**src/rtl/fetch_queue.sv**
```systemverilog
`timescale 1ns/1ps
// Prefetch queue between instruction memory and decode: one read per cycle while
// credit allows, DEPTH-entry FIFO of {fetch addr + 4, instruction}, redirect flush.
module fetch_queue #(
  parameter int unsigned DEPTH      = 4,
  parameter int unsigned ADDR_W     = 7,
  parameter logic [31:0] RESET_PC   = 32'h0000_0000,
  parameter logic [31:0] EXC_VECTOR = 32'h0000_0040
) (
  input  logic                         clock,
  input  logic                         reset,
  output logic                         imem_req,
  output logic [ADDR_W-1:0]            imem_addr,
  input  logic [31:0]                  imem_rdata,
  input  logic                         id_stall,
  output logic                         if_id_valid,
  output logic [31:0]                  if_id_nextpc,
  output logic [31:0]                  if_id_instruc,
  input  logic                         id_if_selpcsource,
  input  logic [1:0]                   id_if_selpctype,
  input  logic [31:0]                  id_if_rega,
  input  logic [31:0]                  id_if_pcimd2ext,
  input  logic [31:0]                  id_if_pcindex,
  output logic [$clog2(DEPTH+1)-1:0]   fq_count,
  output logic                         fq_full,
  output logic                         fq_empty
);

  localparam int unsigned CNT_W = $clog2(DEPTH + 1);
  localparam int unsigned PTR_W = (DEPTH > 1) ? $clog2(DEPTH) : 1;

  logic [31:0]      r_pc;
  logic [31:0]      r_pend_pc;
  logic             r_inflight;
  logic [PTR_W-1:0] r_wptr;
  logic [PTR_W-1:0] r_rptr;
  logic [CNT_W-1:0] r_count;
  logic             r_valid;
  logic             r_full;
  logic             r_empty;
  logic [31:0]      r_head_pc;
  logic [31:0]      r_head_ins;
  logic [31:0]      r_q_pc  [DEPTH];
  logic [31:0]      r_q_ins [DEPTH];

  logic             w_redirect;
  logic             w_deq;
  logic             w_enq;
  logic             w_issue;
  logic             w_bypass;
  logic [CNT_W:0]   w_occ;
  logic [31:0]      w_target;
  logic [31:0]      w_new_pc;
  logic [31:0]      w_pc_nxt;
  logic [PTR_W-1:0] w_wptr_nxt;
  logic [PTR_W-1:0] w_rptr_nxt;
  logic [CNT_W-1:0] w_count_nxt;
  logic [31:0]      w_head_pc_nxt;
  logic [31:0]      w_head_ins_nxt;

  // Redirect overrides everything: no pop, no push, no new request.
  assign w_redirect = id_if_selpcsource;
  assign w_deq      = r_valid & ~id_stall & ~w_redirect;
  assign w_enq      = r_inflight & ~w_redirect;
  assign w_occ      = (CNT_W+1)'(r_count) + (CNT_W+1)'(r_inflight) - (CNT_W+1)'(w_deq);
  assign w_issue    = reset & ~w_redirect & (w_occ < (CNT_W+1)'(DEPTH));
  assign w_new_pc   = r_pend_pc + 32'd4;
  // A push into a queue that is empty after this cycle's pop becomes the head directly.
  assign w_bypass   = w_enq & ((r_count - CNT_W'(w_deq)) == '0);

  always_comb begin
    w_target = id_if_pcimd2ext;
    case (id_if_selpctype)
      2'b01:   w_target = id_if_rega;
      2'b10:   w_target = id_if_pcindex;
      2'b11:   w_target = EXC_VECTOR;
      default: w_target = id_if_pcimd2ext;
    endcase
  end

  always_comb begin
    w_pc_nxt       = r_pc;
    w_wptr_nxt     = r_wptr;
    w_rptr_nxt     = r_rptr;
    w_count_nxt    = r_count + CNT_W'(w_enq) - CNT_W'(w_deq);
    w_head_pc_nxt  = r_head_pc;
    w_head_ins_nxt = r_head_ins;
    if (w_issue) w_pc_nxt = r_pc + 32'd4;
    if (w_enq)   w_wptr_nxt = (r_wptr == PTR_W'(DEPTH - 1)) ? '0 : r_wptr + 1'b1;
    if (w_deq)   w_rptr_nxt = (r_rptr == PTR_W'(DEPTH - 1)) ? '0 : r_rptr + 1'b1;
    if (w_redirect) begin
      w_pc_nxt    = w_target;
      w_wptr_nxt  = '0;
      w_rptr_nxt  = '0;
      w_count_nxt = '0;
    end else if (w_count_nxt != '0) begin
      w_head_pc_nxt  = w_bypass ? w_new_pc   : r_q_pc[w_rptr_nxt];
      w_head_ins_nxt = w_bypass ? imem_rdata : r_q_ins[w_rptr_nxt];
    end
  end

  always_ff @(posedge clock or negedge reset) begin
    if (!reset) begin
      r_pc       <= RESET_PC;
      r_pend_pc  <= RESET_PC;
      r_inflight <= 1'b0;
      r_wptr     <= '0;
      r_rptr     <= '0;
      r_count    <= '0;
      r_valid    <= 1'b0;
      r_full     <= 1'b0;
      r_empty    <= 1'b1;
      r_head_pc  <= '0;
      r_head_ins <= '0;
    end else begin
      r_pc       <= w_pc_nxt;
      r_inflight <= w_issue;
      r_wptr     <= w_wptr_nxt;
      r_rptr     <= w_rptr_nxt;
      r_count    <= w_count_nxt;
      r_valid    <= (w_count_nxt != '0);
      r_full     <= (w_count_nxt == CNT_W'(DEPTH));
      r_empty    <= (w_count_nxt == '0);
      r_head_pc  <= w_head_pc_nxt;
      r_head_ins <= w_head_ins_nxt;
      if (w_issue) r_pend_pc <= r_pc;
    end
  end

  // Queue storage needs no reset: a slot is only read after it has been written.
  always_ff @(posedge clock) begin
    if (w_enq) begin
      r_q_pc[r_wptr]  <= w_new_pc;
      r_q_ins[r_wptr] <= imem_rdata;
    end
  end

  assign imem_req      = w_issue;
  assign imem_addr     = r_pc[ADDR_W+1:2];
  assign if_id_valid   = r_valid;
  assign if_id_nextpc  = r_head_pc;
  assign if_id_instruc = r_head_ins;
  assign fq_count      = r_count;
  assign fq_full       = r_full;
  assign fq_empty      = r_empty;

endmodule

```
**config.mk**
```make
export PLATFORM = sky130hd
export DESIGN_NAME = fetch_queue
export DESIGN_NICKNAME = d
export VERILOG_FILES = /design/src/rtl/fetch_queue.sv
export SDC_FILE = /design/constraint.sdc
export NUM_CORES = 1
export LEC_CHECK = 0
export CELL_PAD_IN_SITES_DETAIL_PLACEMENT = 1
export CELL_PAD_IN_SITES_GLOBAL_PLACEMENT = 1
export CORE_ASPECT_RATIO = 1.2
export CORE_MARGIN = 2
export CORE_UTILIZATION = 31
export DETAILED_ROUTE_END_ITERATION = 8
export GPL_TIMING_DRIVEN = 0
export PLACE_DENSITY_LB_ADDON = 0.1
export SYNTH_ARGS = -nofsm -noshare
export SYNTH_HDL_FRONTEND = slang
export SYNTH_SLANG_ARGS = --single-unit
```
**constraint.sdc**
```tcl
create_clock -name clock -period 7.11 [get_ports clock]
set_clock_uncertainty 0.1 [all_clocks]
set_input_delay 2.133 -clock clock [delete_from_list [all_inputs] [get_ports clock]]
set_output_delay 2.133 -clock clock [all_outputs]
set_load 0.1 [all_outputs]
```
# Word-level counts from Yosys, hierarchy flattened

Memory sizes are Yosys's and may differ from the RTL's.
Cells that the tools add are included.

Word-level logic and storage cells: 58
Register bits after elaboration: 139
Memories: 2
Output and inout port bits: 78
Input bits: 134
Bits in writable memories: 256

Memory list:

| name    | depth | bits a word | read ports | clocked after Yosys merged registers in | write ports | RTL line | source |
|---|---|---|---|---|---|---|---|
| r_q_ins | 4     | 32          | 1          | 0                                       | 1           | 44       | `logic [31:0] r_q_ins [DEPTH];` |
| r_q_pc  | 4     | 32          | 1          | 0                                       | 1           | 43       | `logic [31:0] r_q_pc [DEPTH];` |

Equal/unequal tests: 6
Reductions and logical operators: 7
Add/subtract/negate cells: 9
Bitwise operators: 8
Multiplexer cells: 14
$lt $le $gt $ge: 1

Operators with widths:

| operator                                                                      | number |
|---|---|
| 32-bit 2-to-1 mux                                                             | 4 |
| 32-bit case mux with 3 select lines                                           | 1 |
| 32-bit by 3-bit adder with 32-bit output (second input constant)              | 2 |
| 2-bit 2-to-1 mux                                                              | 6 |
| 2-bit equality test (second input constant)                                   | 4 |
| 1-bit AND                                                                     | 6 |
| 3-bit zero test                                                               | 2 |
| 3-bit nonzero test                                                            | 2 |
| 3-bit by 1-bit subtractor with 3-bit output                                   | 2 |
| 2-bit by 1-bit adder with 2-bit output (second input constant)                | 2 |
| 3-bit by 1-bit adder with 4-bit output                                        | 1 |
| 4-bit by 3-bit less-than comparator with 1-bit output (second input constant) | 1 |
| 2-bit nonzero test                                                            | 2 |
| 4-bit by 1-bit subtractor with 4-bit output                                   | 1 |
| 3-bit by 1-bit adder with 3-bit output                                        | 1 |
| 3-bit equality test (second input constant)                                   | 1 |
| 3-bit 2-to-1 mux                                                              | 1 |
| 2-bit by 1-bit equality test with 1-bit output (second input constant)        | 1 |
| 1-bit 2-to-1 mux                                                              | 2 |
| 1-bit inverter                                                                | 2 |
| 2-bit AND reduction                                                           | 1 |

# Logic depth before layout (Yosys ltp)

Depth after elaboration: 8
Mapped depth: 14
Gate-level depth less buffers: 12

# Worst setup path after synthesis

No wires, ideal clock.

Kind: input-to-output
Start: in id_if_selpcsource
End: out imem_req
Stages on the path: 12
Path slack: -0.423 ns
Arrival time: 5.300 ns
Data required time: 4.877 ns
Path buffers: 4
Cell sequence: or3b_1 > clkbuf_1 > inv_1 > ha_1 > inv_1 > ha_1 > and3b_1 > clkbuf_2 > or4_1 > nand2_1 > buf_2 > clkbuf_1

Longest elaborated chain between the ends: 5
Elaborated cells on any way between the ends: 6

Ends and longest elaborated chain:

| what                                                  | RTL line | source |
|---|---|---|
| start: declaration                                    | 19       | `input logic id_if_selpcsource,` |
| 1-bit inverter (no source line) *                     | -        |  |
| 1-bit AND                                             | 63       | `assign w_deq = r_valid & ~id_stall & ~w_redirect;` |
| 4-bit by 1-bit subtractor with 4-bit output           | 65       | `assign w_occ = (CNT_W+1)'(r_count) + (CNT_W+1)'(r_inflight) - (CNT_W+1)'(w_deq);` |
| 4-bit by 3-bit less-than comparator with 1-bit output | 66       | `assign w_issue = reset & ~w_redirect & (w_occ < (CNT_W+1)'(DEPTH));` |
| 1-bit AND *                                           | 66       |  |
| end: declaration                                      | 12       | `output logic imem_req,` |

Mark *: on every way between the ends. The rest lies on a longest branch, timed or not.

# Worst setup path in the final report

Same ends and word-level chain as after synthesis.

==> results.json <==
{
  "ys_warn_count": 0,
  "drv_slew": 0,
  "r2r_cells": 11,
  "synthTopCellsByArea": "edfxtp_1 (44%), dfrtp_1 (20%), mux2i_1 (7.9%)",
  "cts.sinks": 395,
  "worst_slack_ps": 89.0,
  "fmax_mhz": 142,
  "cts_tree": "done",
  "netlist_instances": 1321,
  "ys_types": 62,
  "area_growth_syn_to_layout_pct": 26.1,
  "core_um2": 55900,
  "rows": 95,
  "slew_headroom_pct": 28.0,
  "grt_pass1_vias": 13187,
  "dr.pass1.iters": 4,
  "ioPinCount": 212,
  "post-place-ws_ps": -1910,
  "drive_above_1_share_pct": 9.68,
  "worstPathCellList": "dlygate4sd2_1 > or3b_4 > inv_1 > ha_1 > inv_1 > ha_1 > and3b_1 > clkbuf_2 > or4_4 > nand2_2 > buf_12 > buf_12",
  "critical_path.max_fanout": 20,
  "synth_top_cell_area_share_pct": 44.1,
  "comb_power_share_pct": 39.5,
  "timing.final.crit_share_pct": 98.7,
  "grt_max_degree": 93,
  "synth_fp_nets": 1468,
  "design_area_um2": 22000,
  "hold_class": "flop to flop",
  "cts_root_buf": "clkbuf_16",
  "p_clk_share_pct": 24.2,
  "start_kind": "primary input",
  "syn_area_um2": 17500,
  "synth_adder_area_share_pct": 0.975,
  "rsz0062_at_grt": "false",
  "post-route-util_pct": 39.4,
  "die_h_um": 264,
  "power.internal_mw": 5.21,
  "clock_path_buffers": 3,
  "track_usage_pct": 18.3,
  "cts_max_level": 2,
  "viasPerCell": 5.08,
  "fin_cells": 2339,
  "synth_top_family_by_area": "compound AO/OA/AOI/OAI gates",
  "synth_seq_area_share_pct": 64.0,
  "drc": 0,
  "synth_top_area_cell": "edfxtp_1",
  "required_ps": 4880,
  "synth_edf_count": 256,
  "num_vias": 11876,
  "leakagePower_nw": 8.16,
  "cp_slowest_stage_delay_ps": 540,
  "cp-startpoint": "id_if_selpcsource",
  "synth_ff_type": "edfxtp_1",
  "r2r_slack_ps": 2920,
  "power_switching_mw": 3.84,
  "dieArea_um2": 58200,
  "setup_tns_ps": 0,
  "io_buffers": 210,
  "holdBufCountCts": 0,
  "async_flop_share_pct": 35.2,
  "hold_viol": 0,
  "finalNetCount": 1726,
  "endpoint_kind": "output port",
  "initial_core_util_pct": 31.2,
  "ant_nets": 0,
  "syn_avg_cell_area_um2": 13.2,
  "synth.area.mux_share_pct": 9.98,
  "worstMarginPinSlew_ps": 1080,
  "die_width_um": 221,
  "status": "finished, final reports clean",
  "wirelength_mm": 52.5,
  "synthXorXnorAreaFrac_pct": 2.66,
  "antennaDiodeCount": 0,
  "synth_most_common_cell": "edfxtp_1",
  "grt_pass1_wl_mm": 80.5,
  "ys_top_cells_by_count": "edfxtp_1 (256), dfrtp_1 (138), mux2i_1 (138), nand2_1 (127), o21ai_0 (106)",
  "grt-ovfl-total": 0,
  "holdWs_ps": 408,
  "setup_violations": 0,
  "crit_end": "imem_req",
  "switching_share_pct": 42.4,
  "dp_hpwl_mm": 36.3,
  "fin_total_pwr_mw": 9.06,
  "regToRegStartpoint": "if_id_valid$_DFF_PN0_",
  "gp_congestion": 0.766,
  "clock_latency_ps": 560,
  "p_seq_share_pct": 36.3,
  "dpl_cell_area_um2": 20600,
  "r2r_end": "if_id_nextpc[14]$_DFFE_PN0P_",
  "antenna_found_initial": 0,
  "drt-wirelength-per-cell_um": 22.5,
  "worstPathArrival_ps": 4790,
  "dp.cells": 2263,
  "peakVddDrop_mv": 0.268,
  "synth_compound_area_share_pct": 11.5,
  "synth_simple_gate_area_share_pct": 8.09,
  "critPathSlowestCell": "or4_4",
  "powerDensity_nw_per_um2": 412,
  "cts_made_buffers": 43,
  "max_cap_violations": 0,
  "post-route-min-period_ps": 7020,
  "cts.clk_slew.worst_paths_ps": 60,
  "drtIter0Drc": 548,
  "yosys_register_bits": 395,
  "critPathKind": "primary input to output port"
}
-- repair_timing --
action	CTS	global route
pin swaps	1	0
buffers inserted	1	0
resized for setup	17	2
setup endpoints to repair	11	11
-- worst max-delay path: cells and delay by family --
family | cells | cell delay [ps]
adders and majority gates | 2 | 410
buffers and inverters | 6 | 960
and+or+nand+nor | 4 | 1270
-- cells in the final DEF (no fill, tap or decap), drive strengths merged, types with 11 or more instances in the layout --
cell type,count
a21oi,33
nor4,14
xnor2,29
nand3,26
a221o,11
buf,39
a221oi,14
edfxtp,256
nor2,41
mux2i,138
nand4,13
clkbuf,111
xor2,24
a211oi,14
clkdlybuf4s50,206
mux2,32
nand2,127
inv,24
clkinv,15
ha,12
o22a,40
o21ai,109
dfrtp,138
nor2b,18
a311oi,11
-- final cells by class --
type | instances | area [um^2]
plain buffers | 87 | 399
clock inverters | 23 | 206
flip-flops and latches | 395 | 11200
well taps | 727 | 910
multi-input cells | 813 | 5820
fillers | 5892 | 33900
inverters | 23 | 86.3
clock buffers | 55 | 1150
repair buffers | 216 | 2260
-- cells by family after synthesis --
family | count (synthesis)
AOI/OAI and AO/OA | 289
xor gates and xnor gates | 53
adders and majority gates | 13
buffers and inverters | 113
DFF | 395
muxes | 170
and+or+nand+nor | 288
-- routing by layer --
layer | track usage [%] | up-vias | part of all wire [%]
met5 | 0 | - | 0
met4 | 4.04 | 0 | 1.8
met3 | 2.74 | 58 | 3.4
met2 | 33.5 | 220 | 53
met1 | 22.4 | 6088 | 42
li1 | - | 5510 | -
-- state kept, by name (all words and copies together), names as in the netlist, 2 cells and up --
| signal | cells |
|---|---|
| r_wptr | 2 |
| r_rptr | 2 |
| if_id_nextpc | 32 |
| r_q_ins | 128 |
| r_pc | 32 |
| r_pend_pc | 32 |
| fq_count | 3 |
| r_q_pc | 128 |
| if_id_instruc | 32 |
-- worst min-delay path by stage --
| stage | from | end | slack, ps | cells after the start |
|---|---|---|---|---|
| detailed placement | if_id_nextpc[0]$_DFFE_PN0P_ | if_id_nextpc[0]$_DFFE_PN0P_ | 400 | 1 |
| CTS | if_id_instruc[22]$_DFFE_PN0P_ | if_id_instruc[22]$_DFFE_PN0P_ | 420 | 1 |
| finish | if_id_instruc[22]$_DFFE_PN0P_ | if_id_instruc[22]$_DFFE_PN0P_ | 410 | 1 |
| global route | if_id_instruc[4]$_DFFE_PN0P_ | if_id_instruc[4]$_DFFE_PN0P_ | 430 | 1 |
| global placement | if_id_instruc[22]$_DFFE_PN0P_ | if_id_instruc[22]$_DFFE_PN0P_ | 390 | 1 |
| floorplan | r_pc[0]$_DFFE_PN0P_ | r_pend_pc[0]$_DFFE_PN0P_ | 380 | 1 |
-- power groups by stage --
| stage | Sequential, mW | Combinational [mW] | Clock (mW) |
|---|---|---|---|
| 2_1_floorplan | 4.56 | 1.20 | 0 |
| 3_5_place_dp | 3.34 | 3.61 | 0 |
| 5_1_grt | 3.34 | 3.80 | 2.34 |
| 6_report | 3.29 | 3.58 | 2.19 |
| 3_3_place_gp | 3.34 | 3.55 | 0 |
| 4_1_cts | 3.30 | 3.63 | 2.25 |
(Power assumes the default switching activity.)
